--- config.mk ---
export PLATFORM = sky130hd
export DESIGN_NAME = hazard_response
export DESIGN_NICKNAME = d
export VERILOG_FILES = /design/src/rtl/hazard_response.sv
export SDC_FILE = /design/constraint.sdc
export NUM_CORES = 1
export LEC_CHECK = 0
export BUFFER_PORTS_ARGS = -buffer_cell sky130_fd_sc_hd__buf_2
export CAP_MARGIN = 20
export CORE_AREA = 2 2 145 147
export DETAILED_ROUTE_END_ITERATION = 8
export DIE_AREA = 0 0 147 149
export PLACE_DENSITY = 0.74
export SETUP_SLACK_MARGIN = 0.15
export SLEW_MARGIN = 20
export SYNTH_ARGS = -nofsm -noshare
export SYNTH_HDL_FRONTEND = slang
export SYNTH_SLANG_ARGS = --single-unit
--- constraint.sdc ---
create_clock -name clk -period 6.8 [get_ports clk]
set_input_delay 1.36 -clock clk [delete_from_list [all_inputs] [get_ports clk]]
set_output_delay 1.36 -clock clk [all_outputs]
set_load 0.02 [all_outputs]
--- src/rtl/hazard_response.sv ---
// Hazard response block: ID/EX pipeline register with stall/flush bubbling,
// EX-stage operand forwarding muxes, fetch write enables and event counters.
module hazard_response (
    input  logic        clk,
    input  logic        reset,
    input  logic [1:0]  ForwardA,
    input  logic [1:0]  ForwardB,
    input  logic        loaduse_stall,
    input  logic        branch_flush,
    input  logic        id_valid,
    input  logic [4:0]  id_rs,
    input  logic [4:0]  id_rt,
    input  logic [4:0]  id_rd,
    input  logic [31:0] id_rs_data,
    input  logic [31:0] id_rt_data,
    input  logic [31:0] id_imm,
    input  logic        id_RegWrite,
    input  logic        id_MemRead,
    input  logic        id_MemWrite,
    input  logic        id_ALUSrc,
    input  logic [3:0]  id_ALUOp,
    input  logic [31:0] EXMEM_ALU_Result,
    input  logic [31:0] MEMWB_Write_Data,
    output logic        PC_Write,
    output logic        IFID_Write,
    output logic        IDEX_valid,
    output logic [4:0]  IDEX_rs,
    output logic [4:0]  IDEX_rt,
    output logic [4:0]  IDEX_rd,
    output logic        IDEX_RegWrite,
    output logic        IDEX_MemRead,
    output logic        IDEX_MemWrite,
    output logic        IDEX_ALUSrc,
    output logic [3:0]  IDEX_ALUOp,
    output logic [31:0] IDEX_imm,
    output logic [31:0] ex_opA,
    output logic [31:0] ex_opB,
    output logic [31:0] ex_store_data,
    output logic [15:0] stall_count,
    output logic [15:0] flush_count
);

    localparam int unsigned DATA_W = 32;
    localparam int unsigned CNT_W  = 16;
    localparam logic [CNT_W-1:0] CNT_MAX = '1;

    localparam logic [1:0] FWD_RF    = 2'b00;
    localparam logic [1:0] FWD_MEMWB = 2'b01;
    localparam logic [1:0] FWD_EXMEM = 2'b10;

    logic              bubble;
    logic              stall_event;
    logic [DATA_W-1:0] idex_rs_data;
    logic [DATA_W-1:0] idex_rt_data;
    logic [DATA_W-1:0] fwd_a;
    logic [DATA_W-1:0] fwd_b;

    // Event decode: a flush overrides a simultaneous load-use stall.
    always_comb begin
        bubble      = loaduse_stall | branch_flush;
        stall_event = loaduse_stall & ~branch_flush;
    end

    // Fetch write enables: held low only by a non-flushed stall or by reset.
    always_comb begin
        PC_Write   = ~reset & ~stall_event;
        IFID_Write = ~reset & ~stall_event;
    end

    // ID/EX register: capture the ID stage or insert a bubble on every edge.
    always_ff @(posedge clk or posedge reset) begin
        if (reset) begin
            IDEX_valid    <= 1'b0;
            IDEX_rs       <= '0;
            IDEX_rt       <= '0;
            IDEX_rd       <= '0;
            IDEX_RegWrite <= 1'b0;
            IDEX_MemRead  <= 1'b0;
            IDEX_MemWrite <= 1'b0;
            IDEX_ALUSrc   <= 1'b0;
            IDEX_ALUOp    <= '0;
            IDEX_imm      <= '0;
            idex_rs_data  <= '0;
            idex_rt_data  <= '0;
        end else if (bubble) begin
            IDEX_valid    <= 1'b0;
            IDEX_rs       <= '0;
            IDEX_rt       <= '0;
            IDEX_rd       <= '0;
            IDEX_RegWrite <= 1'b0;
            IDEX_MemRead  <= 1'b0;
            IDEX_MemWrite <= 1'b0;
            IDEX_ALUSrc   <= 1'b0;
            IDEX_ALUOp    <= '0;
            IDEX_imm      <= '0;
            idex_rs_data  <= '0;
            idex_rt_data  <= '0;
        end else begin
            IDEX_valid    <= id_valid;
            IDEX_rs       <= id_rs;
            IDEX_rt       <= id_rt;
            IDEX_rd       <= id_rd;
            IDEX_RegWrite <= id_RegWrite;
            IDEX_MemRead  <= id_MemRead;
            IDEX_MemWrite <= id_MemWrite;
            IDEX_ALUSrc   <= id_ALUSrc;
            IDEX_ALUOp    <= id_ALUOp;
            IDEX_imm      <= id_imm;
            idex_rs_data  <= id_rs_data;
            idex_rt_data  <= id_rt_data;
        end
    end

    // Operand forwarding; the reserved code 11 falls back to register data.
    always_comb begin
        fwd_a = idex_rs_data;
        fwd_b = idex_rt_data;
        case (ForwardA)
            FWD_MEMWB: fwd_a = MEMWB_Write_Data;
            FWD_EXMEM: fwd_a = EXMEM_ALU_Result;
            FWD_RF:    fwd_a = idex_rs_data;
            default:   fwd_a = idex_rs_data;
        endcase
        case (ForwardB)
            FWD_MEMWB: fwd_b = MEMWB_Write_Data;
            FWD_EXMEM: fwd_b = EXMEM_ALU_Result;
            FWD_RF:    fwd_b = idex_rt_data;
            default:   fwd_b = idex_rt_data;
        endcase
    end

    // EX operands: immediate replaces operand B when ALUSrc is set.
    always_comb begin
        ex_opA        = fwd_a;
        ex_opB        = IDEX_ALUSrc ? IDEX_imm : fwd_b;
        ex_store_data = fwd_b;
    end

    // Saturating stall counter.
    always_ff @(posedge clk or posedge reset) begin
        if (reset) begin
            stall_count <= '0;
        end else if (stall_event && (stall_count != CNT_MAX)) begin
            stall_count <= stall_count + CNT_W'(1);
        end
    end

    // Saturating flush counter.
    always_ff @(posedge clk or posedge reset) begin
        if (reset) begin
            flush_count <= '0;
        end else if (branch_flush && (flush_count != CNT_MAX)) begin
            flush_count <= flush_count + CNT_W'(1);
        end
    end

endmodule

### Word-level counts from Yosys, hierarchy flattened

Cells that the tools add are included.

* $add $sub $neg: 2
* eq/ne operators: 6
* multiplexer cells: 15
* bitwise operators: 6
* reductions and logical operators: 2

Operators by type and width (count)
* 32-bit two-way mux: 4
* 32-bit one-hot mux with 2 select lines: 2
* 16-bit by 1-bit adder with 16-bit output, second input constant: 2
* 16-bit inequality test, second input constant: 2
* 5-bit two-way mux: 3
* 1-bit two-way mux: 5
* 2-bit by 1-bit == test with 1-bit output, second input constant: 2
* 2-bit == test, second input constant: 2
* 4-bit two-way mux: 1
* 1-bit inverter: 3
* 1-bit bitwise AND: 2
* 1-bit logical AND: 2
* 1-bit OR: 1

* bits in registers: 152
* bits of input ports: 192
* output and inout port bits: 186
* logic and storage cells: 45

### Longest topological paths before layout

* depth after elaboration: 4
* gate-level depth with buffers: 7

### Worst setup path after synthesis

No wires, ideal clock.

* path type: input port to output port
* from: input ForwardB[0]
* to: output ex_opB[12]
* arrival time: 2.910 ns
* required time: 5.440 ns
* setup slack: 2.530 ns
* stages on the path: 6
* buffers on the path: 2
* cells stage by stage: inv_1 -> ha_1 -> clkbuf_1 -> clkbuf_1 -> o21ai_0 -> mux2_2

* longest elaborated chain between the ends: 3

RTL lines
* start, declared: line 7 `input logic [1:0] ForwardB,`
* 2-bit == test or 2-bit by 1-bit == test with 1-bit output (tied branches): line 124 `case (ForwardB)`
* 32-bit one-hot mux with 2 select lines *: line 124
* via ex_store_data[12]: line 38 `output logic [31:0] ex_store_data,`
* 32-bit two-way mux *: line 135 `ex_opB = IDEX_ALUSrc ? IDEX_imm : fwd_b;`
* end, declared: line 37 `output logic [31:0] ex_opB,`

The timed path passes the listed nets; every way through them passes the cells marked *.

### Final worst setup path

* from: input ForwardB[0]
* to: output ex_opB[31]

* longest elaborated chain between the ends: 3

RTL lines (line)
* 2-bit == test or 2-bit by 1-bit == test with 1-bit output (tied branches): 124
* 32-bit one-hot mux with 2 select lines *: 124
* 32-bit two-way mux *: 135

Every way passes the cells marked *; elsewhere a longest branch is shown, timed or not.

==> impl_metrics.toml <==
[timing]
hold_viol = 0
fin_crit_ns = 4.69
fin_worst_skew_ns = 0.00832
fin_crit_sh_pct = 69.0
final_max_slew_viol_count = 0
max_clock_freq_mhz = 213
relSlewSlack_pct = 32.3
grt_setup_unrepaired = "no"
fin_setup_tns_ns = 0
worstMarginPinSlew_ns = 1.01
setup_viol = 0

[grt]
gr-total-overflow = 0
grt_pass1_vias = 6239
antenna_found_initial = 3
grt_max_degree = 90
grt_use_total_pct = 20.6
grt_pass1_wl_um = 34700

[worst_setup_path]
crit_chain = "buf_2 -> inv_1 -> ha_2 -> a22oi_1 -> o21ai_0 -> mux2_2 -> buf_2"
worstSetupEndpointType = "output port"
critical_path_arrival_ns = 3.33
crit_top_cell = "buf_2"
startpoint_type = "input port"
slowest_delay_ns = 0.62
critical_path.startpoint = "ForwardB[0]"
r2r_cells = 5
crit_type = "in -> out"
worstPathRequired_ns = 5.44
rrSetupSlack_ns = 4.41
path_max_fanout = 32
slowest_stage = "ha_2"
r2r_start = "flush_count[0]"
rr_endpoint = "flush_count[1]"

[drt]
ant_nets = 0
drt_iter0_markers = 338
wirelength_um = 23400
num_vias = 6503
drc_errors = 0
wire_per_inst_um = 17.7
vias_per_cell = 4.93
dr.pass1.iters = 6

[cells_and_area]
final_cell_mix = "377 x buf_2, 151 x dfrtp_1, 121 x and2_1"
nNetsFinal = 1226
design_area_um2 = 9850
final_common_cell = "buf_2"
drive_above_1_share_pct = 44.7
areaGrowthSynthToFinish_pct = 38.3
utilization_pct = 47.9

[power_and_ir_drop]
p_per_area_nw_per_um2 = 261
seq_power_share_pct = 41.2
leakagePower_nw = 5.18
p_sw_mw = 0.835
power.internal_mw = 1.74
pwr-share-clk_pct = 37.8
ir_drop_mv = 0.160
combPwrFrac_pct = 21.0
switching_share_pct = 32.5

[yosys]
ys_ff_latch = 152
synth_top_cell_by_area = "dfrtp_1"
ys_seq_area_share_pct = 53.4
yosysWarnings = 0
synth_top_family_by_area = "simple AND/OR/NAND/NOR gates"
synth_flop_cell = "dfrtp_1"
synthMuxAreaShare_pct = 5.37
synth_area_um2 = 7130
synth_fa_ha_area_share_pct = 1.05
synth_edf_count = 0
synth-simple-area-share_pct = 19.3
netlist_top_cells_area = "dfrtp_1 53%, and2_1 11%, a22oi_1 6.7%"
netlist.area_leader.share_pct = 53.4
synthCells = 674
async_flop_share_pct = 100
syn_nets = 872
ys_types = 42
avgSynthCellArea_um2 = 10.6
yosys.area_share.xor_xnor_pct = 3.07
synth_compound_area_share_pct = 14.7

[floorplanning]
die-area_um2 = 21900
fp.dieW_um = 147
die_y_um = 149
core_area_um2 = 20600
ios = 378
rows = 53
start_util_pct = 34.7

[cts]
clk_path_buf_depth = 2
cts_inserted_buffers = 17
cts_resized = 0
clock_latency_ns = 0.41
ctsHtreeMaxLevel = 4
postCtsSetupRepairBufs = 0
cts_root_buffer = "clkbuf_16"
cts_sinks = 152
ctsHoldBuffers = 0
clk_pin_slew_worst_paths_ns = 0.07
cts_tree = "done"

[min_path]
hold_start = "stall_count[15]"
hold_path_depth = 1
holdCritPathClass = "reg -> reg"
holdPathEnd = "stall_count[15]"

[placed_design]
io_buffers = 377
dpl_cell_area_um2 = 9220
gp_congestion = 0.932
dp_hpwl_um = 17800

[job]
cap_violations = 0

[outcome]
status = "finished, final reports clean"
-- stage by stage --
step | power (mW) | setup slack (ns) | hold WS (ns) | instances
CTS | 2.60 | 2.07 | 0.494 | 1315
floorplan | 1.38 | 1.35 | 0.590 | 674
global placement | 1.61 | 2.10 | 0.476 | 1283
finish | 2.57 | 2.11 | 0.503 | 1319
detailed placement | 1.62 | 2.08 | 0.482 | 1283
global route | 2.71 | 1.88 | 0.529 | 1316
-- area by class of cell --
class,count,area [um2]
diodes,3,7.51
well taps,275,344
multi-input cells,465,3110
fillers,1929,10700
clock inverters,15,180
inverters,10,45.0
repair buffers,382,1940
flip-flops and latches,152,3800
clock buffers,17,425
-- cell usage after synthesis, types with 5 or more instances --
cell type  number
nor2_1          7
xor2_1         20
mux2_1          9
and3_1          5
dfrtp_1       152
ha_1            6
clkbuf_1       40
nand2_1        76
o21ai_0        64
nand3_1         9
mux2_2         25
inv_1           9
a31oi_1         5
a22oi_1        64
a21oi_1        12
xnor2_1         5
and2_1        121
-- power by group through the flow --
stage	clock network (mW)	registers [mW]	logic (mW)
2_1_floorplan	0	1.12	0.261
3_3_place_gp	0	1.07	0.534
3_5_place_dp	0	1.07	0.545
4_1_cts	0.998	1.06	0.545
5_1_grt	1.04	1.07	0.593
6_report	0.971	1.06	0.541
-- cells by family after synthesis --
group | after synthesis
AND/OR/NAND/NOR | 243
AO/OA/AOI/OAI | 157
flip-flops | 152
buffers and inverters | 57
multiplexers | 34
XOR/XNOR | 25
adder cells (fa/ha/maj) | 6
-- state kept, by name, indices dropped and copies added (netlist names) --
| name | cells |
|---|---|
| IDEX_ALUOp | 4 |
| IDEX_ALUSrc | 1 |
| IDEX_MemRead | 1 |
| IDEX_MemWrite | 1 |
| IDEX_RegWrite | 1 |
| IDEX_imm | 32 |
| IDEX_rd | 5 |
| IDEX_rs | 5 |
| IDEX_rt | 5 |
| IDEX_valid | 1 |
| flush_count | 16 |
| idex_rs_data | 32 |
| idex_rt_data | 32 |
| stall_count | 16 |
-- worst max-delay path, delay by kind of cell --
| kind | cells | cell delay, ns |
|---|---|---|
| AOI/OAI and AO/OA | 2 | 0.75 |
| adders and majority gates | 1 | 0.62 |
| buffers and inverters | 3 | 0.32 |
| muxes | 1 | 0.26 |
-- routing by layer --
metal	wire length (um)	GRT usage (%)	part of all wire [%]
met3	1880	5.72	8.1
met2	11000	31.9	47
met4	573	7.02	2.4
met5	11	0	0.047
met1	9960	28.2	43
-- how the worst max path moves through the flow --
stage,endpoint
floorplan,IDEX_ALUOp[0]
global placement,ex_opB[31]
detailed placement,ex_opB[31]
CTS,ex_opB[31]
global route,ex_opB[31]
finish,ex_opB[31]
No activity file was read; power rests on OpenSTA's default activity.
